`config.mk`:
```
export PLATFORM = sky130hd
export DESIGN_NAME = sprite_loader
export DESIGN_NICKNAME = d
export VERILOG_FILES = /design/src/rtl/sprite_loader.sv
export SDC_FILE = /design/constraint.sdc
export NUM_CORES = 1
export LEC_CHECK = 0
export ABC_AREA = 0
export BUFFER_PORTS_ARGS = -buffer_cell sky130_fd_sc_hd__buf_2
export CAP_MARGIN = 20
export CORE_UTILIZATION = 50
export CTS_BUF_LIST = sky130_fd_sc_hd__clkbuf_16
export DETAILED_ROUTE_END_ITERATION = 10
export GPL_ROUTABILITY_DRIVEN = 0
export HOLD_SLACK_MARGIN = 0.12
export PLACE_DENSITY_LB_ADDON = 0.15
export RECOVER_POWER = 25
export SLEW_MARGIN = 10
export SYNTH_ARGS = -nofsm -noshare
export SYNTH_HDL_FRONTEND = slang
export SYNTH_SLANG_ARGS = --single-unit
```
`constraint.sdc`:
```
create_clock -name Clk -period 2.1 [get_ports Clk]
set_input_delay 0.105 -clock Clk [delete_from_list [all_inputs] [get_ports Clk]]
set_output_delay 0.105 -clock Clk [all_outputs]
set_load 0.02 [all_outputs]
```
`src/rtl/sprite_loader.sv`:
```
// Streams packed 4-bit palette bytes into the sprite-sheet frame RAM write port in raster order.
// Optional `SPRITE_LOADER_CHECKSUM_EN adds a trailing mod-256 checksum byte check.
module sprite_loader #(
    parameter int unsigned SS_WIDTH  = 200,
    parameter int unsigned SS_HEIGHT = 200,
    parameter int unsigned ADDR_W    = 16
) (
    input  logic              Clk,
    input  logic              Reset_n,
    input  logic              start,
    input  logic              abort,
    input  logic              in_valid,
    input  logic [7:0]        in_data,
    output logic              in_ready,
    output logic [ADDR_W-1:0] write_address,
    output logic [3:0]        data_In,
    output logic              we,
    output logic              busy,
    output logic              done,
    output logic              error
);

    localparam int unsigned       DEPTH     = SS_WIDTH * SS_HEIGHT;
    localparam logic [ADDR_W-1:0] LAST_ADDR = ADDR_W'(DEPTH - 1);

    typedef enum logic [2:0] {
        S_IDLE   = 3'd0,
        S_ACCEPT = 3'd1,
        S_WR_LO  = 3'd2,
        S_WR_HI  = 3'd3,
        S_DONE   = 3'd4
`ifdef SPRITE_LOADER_CHECKSUM_EN
        , S_CHECK = 3'd5
`endif
    } state_e;

    state_e            state_q, state_d;
    logic [ADDR_W-1:0] addr_q, addr_d;
    logic [ADDR_W-1:0] wa_q, wa_d;
    logic [3:0]        hi_q, hi_d;
    logic [3:0]        data_q, data_d;
    logic              in_ready_q, in_ready_d;
    logic              we_q, we_d;
    logic              busy_q, busy_d;
    logic              done_q, done_d;
    logic              hs_c;
    logic              load_c;
`ifdef SPRITE_LOADER_CHECKSUM_EN
    logic [7:0]        sum_q, sum_d;
    logic [7:0]        total_c;
    logic              error_q, error_d;
`endif

    // Next-state and next-output decode; outputs are registered from these values.
    always_comb begin
        state_d    = state_q;
        addr_d     = addr_q;
        wa_d       = wa_q;
        hi_d       = hi_q;
        data_d     = data_q;
        in_ready_d = 1'b0;
        we_d       = 1'b0;
        busy_d     = busy_q;
        done_d     = done_q;
        hs_c       = in_valid && in_ready_q;
        load_c     = 1'b0;
`ifdef SPRITE_LOADER_CHECKSUM_EN
        sum_d      = sum_q;
        error_d    = error_q;
        total_c    = sum_q + in_data;
`endif

        case (state_q)
            S_IDLE, S_DONE: begin
                if (start && !abort) begin
                    state_d    = S_ACCEPT;
                    addr_d     = '0;
                    done_d     = 1'b0;
                    busy_d     = 1'b1;
                    in_ready_d = 1'b1;
`ifdef SPRITE_LOADER_CHECKSUM_EN
                    sum_d      = 8'd0;
                    error_d    = 1'b0;
`endif
                end
            end
            S_ACCEPT: begin
                if (hs_c) begin
                    load_c = 1'b1;
                end else begin
                    in_ready_d = 1'b1;
                end
            end
            S_WR_LO: begin
                state_d    = S_WR_HI;
                we_d       = 1'b1;
                wa_d       = addr_q;
                data_d     = hi_q;
                addr_d     = addr_q + ADDR_W'(1);
                in_ready_d = (addr_q != LAST_ADDR);
            end
            S_WR_HI: begin
                if (wa_q == LAST_ADDR) begin
`ifdef SPRITE_LOADER_CHECKSUM_EN
                    state_d    = S_CHECK;
                    in_ready_d = 1'b1;
`else
                    state_d    = S_DONE;
                    busy_d     = 1'b0;
                    done_d     = 1'b1;
`endif
                end else if (hs_c) begin
                    load_c = 1'b1;
                end else begin
                    state_d    = S_ACCEPT;
                    in_ready_d = 1'b1;
                end
            end
`ifdef SPRITE_LOADER_CHECKSUM_EN
            S_CHECK: begin
                if (hs_c) begin
                    state_d = S_DONE;
                    busy_d  = 1'b0;
                    done_d  = 1'b1;
                    error_d = (total_c != 8'd0);
                end else begin
                    in_ready_d = 1'b1;
                end
            end
`endif
            default: begin
                state_d = S_IDLE;
                busy_d  = 1'b0;
                done_d  = 1'b0;
            end
        endcase

        // Accepted byte: low nibble is written next cycle, high nibble is parked.
        if (load_c) begin
            state_d = S_WR_LO;
            we_d    = 1'b1;
            wa_d    = addr_q;
            data_d  = in_data[3:0];
            hi_d    = in_data[7:4];
            addr_d  = addr_q + ADDR_W'(1);
`ifdef SPRITE_LOADER_CHECKSUM_EN
            sum_d   = total_c;
`endif
        end

        // Abort outranks everything; any pending high-nibble write is dropped.
        if (abort && busy_q) begin
            state_d    = S_IDLE;
            we_d       = 1'b0;
            in_ready_d = 1'b0;
            busy_d     = 1'b0;
            done_d     = 1'b0;
            wa_d       = wa_q;
            data_d     = data_q;
`ifdef SPRITE_LOADER_CHECKSUM_EN
            error_d    = 1'b0;
`endif
        end
    end

    always_ff @(posedge Clk or negedge Reset_n) begin
        if (!Reset_n) begin
            state_q    <= S_IDLE;
            addr_q     <= '0;
            wa_q       <= '0;
            hi_q       <= 4'd0;
            data_q     <= 4'd0;
            in_ready_q <= 1'b0;
            we_q       <= 1'b0;
            busy_q     <= 1'b0;
            done_q     <= 1'b0;
`ifdef SPRITE_LOADER_CHECKSUM_EN
            sum_q      <= 8'd0;
            error_q    <= 1'b0;
`endif
        end else begin
            state_q    <= state_d;
            addr_q     <= addr_d;
            wa_q       <= wa_d;
            hi_q       <= hi_d;
            data_q     <= data_d;
            in_ready_q <= in_ready_d;
            we_q       <= we_d;
            busy_q     <= busy_d;
            done_q     <= done_d;
`ifdef SPRITE_LOADER_CHECKSUM_EN
            sum_q      <= sum_d;
            error_q    <= error_d;
`endif
        end
    end

    assign in_ready      = in_ready_q;
    assign write_address = wa_q;
    assign data_In       = data_q;
    assign we            = we_q;
    assign busy          = busy_q;
    assign done          = done_q;
`ifdef SPRITE_LOADER_CHECKSUM_EN
    assign error         = error_q;
`else
    assign error         = 1'b0;
`endif

endmodule

```
# [Yosys cells after proc, flatten, opt, wreduce, memory -nomap -nowiden]
# Index checks and enable logic that the tools add are counted.
[word_totals] regBits=47 inputBits=13 out_inout_bits=25 elab_cells=69
[classes] add_sub_neg=1 n_eq_ne=13 mux=32 bitwise_logic=1 n_reduce_logical=13
[op_table] operator="2-to-1 mux 16 bit" n=4
[op_table] operator="case mux 16 bit (2 select lines)" n=1
[op_table] operator="adder 16 x 1 -> 16 bit (second input constant)" n=1
[op_table] operator="equality test 16 bit (second input constant)" n=1
[op_table] operator="!= test 16 bit (second input constant)" n=1
[op_table] operator="2-to-1 mux 1 bit" n=15
[op_table] operator="2-to-1 mux 3 bit" n=5
[op_table] operator="!= test 3 bit (second input constant)" n=4
[op_table] operator="case mux 3 bit (4 select lines)" n=1
[op_table] operator="2-to-1 mux 4 bit" n=2
[op_table] operator="equality test 3 x 2 -> 1 bit (second input constant)" n=2
[op_table] operator="case mux 1 bit (3 select lines)" n=2
[op_table] operator="AND reduction 3 bit" n=2
[op_table] operator="!= test 5 bit (second input constant)" n=1
[op_table] operator="!= test 4 bit (second input constant)" n=1
[op_table] operator="case mux 1 bit (4 select lines)" n=1
[op_table] operator="AND reduction 2 bit" n=2
[op_table] operator="OR reduction 2 bit" n=2
[op_table] operator="equality test 3 x 1 -> 1 bit (second input constant)" n=1
[op_table] operator="equality test 3 bit (second input constant)" n=1
[op_table] operator="logical AND 1 bit" n=3
[op_table] operator="logical NOT 3 bit" n=1
[op_table] operator="nonzero test 3 bit" n=1
[op_table] operator="!= test 2 x 1 -> 1 bit (second input constant)" n=1
[op_table] operator="4 further kinds" n=4

# [Logic depth before layout (Yosys ltp)]
[depth] ltp_word=6 mapped_depth=8 ltp_nobuf=6

# [Least setup slack after synthesis]
# Ideal clock, no wire load.
[synth_timing] path_type="reg2reg" from="register wa_q[7] (netlist: write_address[7])" to="register wa_q[0] (netlist: write_address[0])" setup_time_ns=0.125 t_arrival_ns=2.320 required_ns=1.975 slack_ns=-0.345 stages_incl_launch_ff=8 path_buffers=1 period_less_slack_ns=2.445 cell_sequence="dfrtp_1 -> or4b_1 -> or4_4 -> a21o_2 -> nand2_4 -> inv_6 -> buf_12 -> mux2_4"
[synth_between] elab_chain_cells=5 word_cells_on_any_way=6 classes_between="1 x eq/ne; 3 x mux; 2 x reduce/logical"
[synth_lines] item="start: declaration" line_no="39" source="logic [ADDR_W-1:0] wa_q, wa_d;"
[synth_lines] item="start signal: assignment" line_no="184" source="wa_q <= wa_d;"
[synth_lines] item="equality test 16 bit *" line_no="103" source="if (wa_q == LAST_ADDR) begin"
[synth_lines] item="2-to-1 mux 1 bit *" line_no="103"
[synth_lines] item="case mux 1 bit (2 select lines) *" line_no="73" source="case (state_q)"
[synth_lines] item="nonzero test 2 bit (no source line)"
[synth_lines] item="AND reduction 2 bit (no source line)"
# Every way passes the cells marked *; elsewhere a longest branch is shown, timed or not.
# A chain may end at the register's enable or synchronous reset.

# [Final worst setup path]
# Ends and elaborated chain as after synthesis.

==> impl_metrics.env <==
export IMPL_run_status="complete, but fails checks"
export IMPL_failing_checks="setup timing"
export IMPL_crit_type="reg -> reg"
export IMPL_power_static_leakage_nw=1.348
export IMPL_pre_cts_ws_ns=-0.1733
export IMPL_clk_root_buffer_cell="clkbuf_16"
export IMPL_synth_area_per_cell_um2=11.04
export IMPL_timing_final_max_slew_violations=0
export IMPL_initialDrtViolationCount=167
export IMPL_timing_critical_path_arrival_ns=2.41
export IMPL_critical_path_max_fanout=17
export IMPL_die_h_um=69.43
export IMPL_io_buffers=36
export IMPL_routed_via_density=5.780
export IMPL_timing_final_setup_violations=33
export IMPL_worst_hold_slack_ns=0.2821
export IMPL_end_kind="register"
export IMPL_initial_core_util_pct=52.21
export IMPL_timing_slew_headroom_pct=23.29
export IMPL_area_taken_by_multi_input_logic_gates_mm2=0.001180
export IMPL_drc_viols=0
export IMPL_synth_area_mm2=0.002273
export IMPL_finClkSkew_ns=0.003787
export IMPL_max_cap_viol_count=0
export IMPL_startpoint_type="register"
export IMPL_global_route_usage_total_pct=24.09
export IMPL_worstPathCellList="or4b_4 > or4_4 > a21o_4 > nand2_8 > inv_12 > mux2_4"
export IMPL_gr_total_overflow=0
export IMPL_finalWorstPathRequiredPeriod_ns=2.239
export IMPL_mappedNetlistNets=220
export IMPL_yosys_most_used_dff="dfrtp_1"
export IMPL_async_flop_share_pct=100.0
export IMPL_cts_path_max_buffers=2
export IMPL_filler_cell_count=335
export IMPL_rows=24
export IMPL_clock_insertion_delay_worst_skew_ns=0.28
export IMPL_achievable_frequency_mhz=446.7
export IMPL_timing_hold_violations_final=0
export IMPL_num_io_pins=38
export IMPL_layout_cells_most_common_list="dfrtp_1 (46), buf_4 (19), clkbuf_1 (19), buf_2 (17), nand2_1 (15)"
export IMPL_synth_cells=206
export IMPL_critical_path_slowest_cell="or4b_4"
export IMPL_seq_area_mm2=0.001177
export IMPL_timing_critical_path_max_delay_family="simple AND/OR/NAND/NOR gates"
export IMPL_reg2reg_from="write_address[7]"
export IMPL_synth_edf_count=0
export IMPL_design_final_nets=290
export IMPL_setup_repair_after_global_routing_missed_its_margin="yes"
export IMPL_grt_pass1_vias=1860
export IMPL_post_route_util_pct=70.43
export IMPL_core_region_area_mm2=0.004354
export IMPL_crit_required_ns=2.27
export IMPL_power_ir_vdd_worst_mv=0.6271
export IMPL_syn2layout_area_growth_pct=34.89
export IMPL_critical_path_max_stage_delay_ns=0.55
export IMPL_die_span_in_x_um=69.43
export IMPL_layout_drive_gt1_share_pct=38.41
export IMPL_drt_first_pass_iters=6
export IMPL_htree_num_levels=2
export IMPL_synth_seq_area_share_pct=51.73
export IMPL_dpl_hpwl_um=3628
export IMPL_clock_tree_from_tritoncts="done"
export IMPL_cellPowerDensity_mw_per_mm2=1254
export IMPL_holdCritStartpoint="in_valid"
export IMPL_vias=1896
export IMPL_antenna_violations_before_repair=0
export IMPL_worst_path_setup_slack_after_routing_ns=-0.1388
export IMPL_post_route_period_util_pct=106.6
export IMPL_grt_pass1_wl_um=9101
export IMPL_number_of_distinct_library_cell_variants_in_the_gate_level_netlist_after_synthesis=49
export IMPL_min_delay_path_class="in -> reg"
export IMPL_cts_made_buffers=5
export IMPL_grt_start_max_net_pins=48
export IMPL_final_antenna_net_count=0
export IMPL_num_antenna_cells=0
export IMPL_detail_route_wirelength_um=5477
export IMPL_report_power_total_w=0.003847
export IMPL_avgRoutedWirePerCell_um=16.70
export IMPL_floorplan_die_area_mm2=0.004821
export IMPL_path_clk_slew_ns=0.06
export IMPL_most_common_cell_after_layout_fill_and_taps_aside="dfrtp_1"
export IMPL_synth_seq_cells=47
export IMPL_worst_setup_path_startpoint="write_address[7]"
export IMPL_path_buf_inv=1
export IMPL_ys_warn_count=0
export IMPL_clock_sinks=47
export IMPL_max_slew_worst_pin_slew_ns=1.151
## Yosys cell counts (4+ instances only)
cell / instances / area [µm²]
dfrtp_1: 47 / 1176
inv_1: 5 / 18.77
nand2b_1: 7 / 43.79
mux2i_1: 4 / 40.04
nand2_1: 16 / 60.06
o21ai_0: 15 / 75.07
nand3_1: 7 / 35.03
clkbuf_1: 4 / 15.01
nor3_1: 5 / 25.02
or3_1: 7 / 43.79
a21oi_1: 13 / 65.06
nand4b_1: 5 / 43.79
o221a_2: 4 / 45.04
mux2_2: 13 / 146.4
mux2_4: 5 / 75.07
nor2_1: 7 / 26.28
## state kept, by name, indices dropped and copies added (netlist names), 3 cells and up
| name | count |
|---|---|
| addr_q | 16 |
| data_In | 4 |
| hi_q | 4 |
| state_q | 3 |
| write_address | 16 |
## metrics by stage
step,cell area (µm²),TNS [ns],cells
after floorplan,2281,-3.523,206
after detailed placement,2649,-3.272,310
after global routing,3067,-4.653,328
final,3067,-3.492,328
after CTS,2987,-2.171,328
after global placement,2649,-1.781,310
## worst reg2reg max path, delay by kind of cell, from the launching register on
kind,cells,cell delay [ns]
and+or+nand+nor,3,1.10
DFF,1,0.40
muxes,1,0.30
AOI/OAI and AO/OA,1,0.25
buffers and inverters,1,0.07
## path summary, 6_finish.rpt
path                                     to  slack [ns]  cells after the start
setup / recovery           write_address[0]       -0.14                      6
hold / removal                     in_ready        0.28                      4
setup reg to reg           write_address[0]       -0.14                      6
hold reg to reg                        done        0.50                      1
max in group asynchronous  write_address[7]        0.65                      3
min in group asynchronous        data_In[2]        0.66                      3
## logic make-up (layout without fill, tap and decap cells)
logic type	count (synthesis)	in the layout	synth area share (%)
other	1	1	0.1649
xor gates and xnor gates	1	1	0.3853
muxes	22	22	11.50
buffers and inverters	13	83	3.412
AOI/OAI and AO/OA	49	49	13.92
and+or+nand+nor	72	72	18.33
DFF	47	47	51.73
adders and majority gates	1	1	0.5503
## report_power, final
group          leakage, nW  internal [W]  switching [W]
combinational        0.653      0.000743       0.000904
sequential           0.614       0.00116       0.000182
clock               0.0811      0.000550       0.000311
## cell type report
class / instances / area share (%)
Clock buffer: 5 / 4.080
Sequential cell: 47 / 38.39
Clock inverter: 2 / 1.102
Timing Repair Buffer: 70 / 14.69
Multi-Input combinational cell: 146 / 38.47
Inverter: 6 / 1.142
Tap cell: 52 / 2.122
## repair_timing
| item | in CTS | in global routing |
|---|---|---|
| setup endpoints to repair | 35 | 41 |
| cloned | 1 | 0 |
| resized for setup | 21 | 28 |
| endpoints found under the hold margin | 55 | 0 |
| pin swaps | 5 | 12 |
| hold buffers | 9 | 0 |
| buffers inserted | 1 | 0 |
## routing by layer
layer / vias to the layer above / share of wire [%] / global-route usage [%]
met1: 921 / 46 / 33.37
met2: 58 / 50 / 39.16
met3: 10 / 3.2 / 3.488
met5: - / 0 / 0
met4: 0 / 1.3 / 7.710
li1: 907 / - / -
Note: power is estimated with default switching activity, not from simulation.
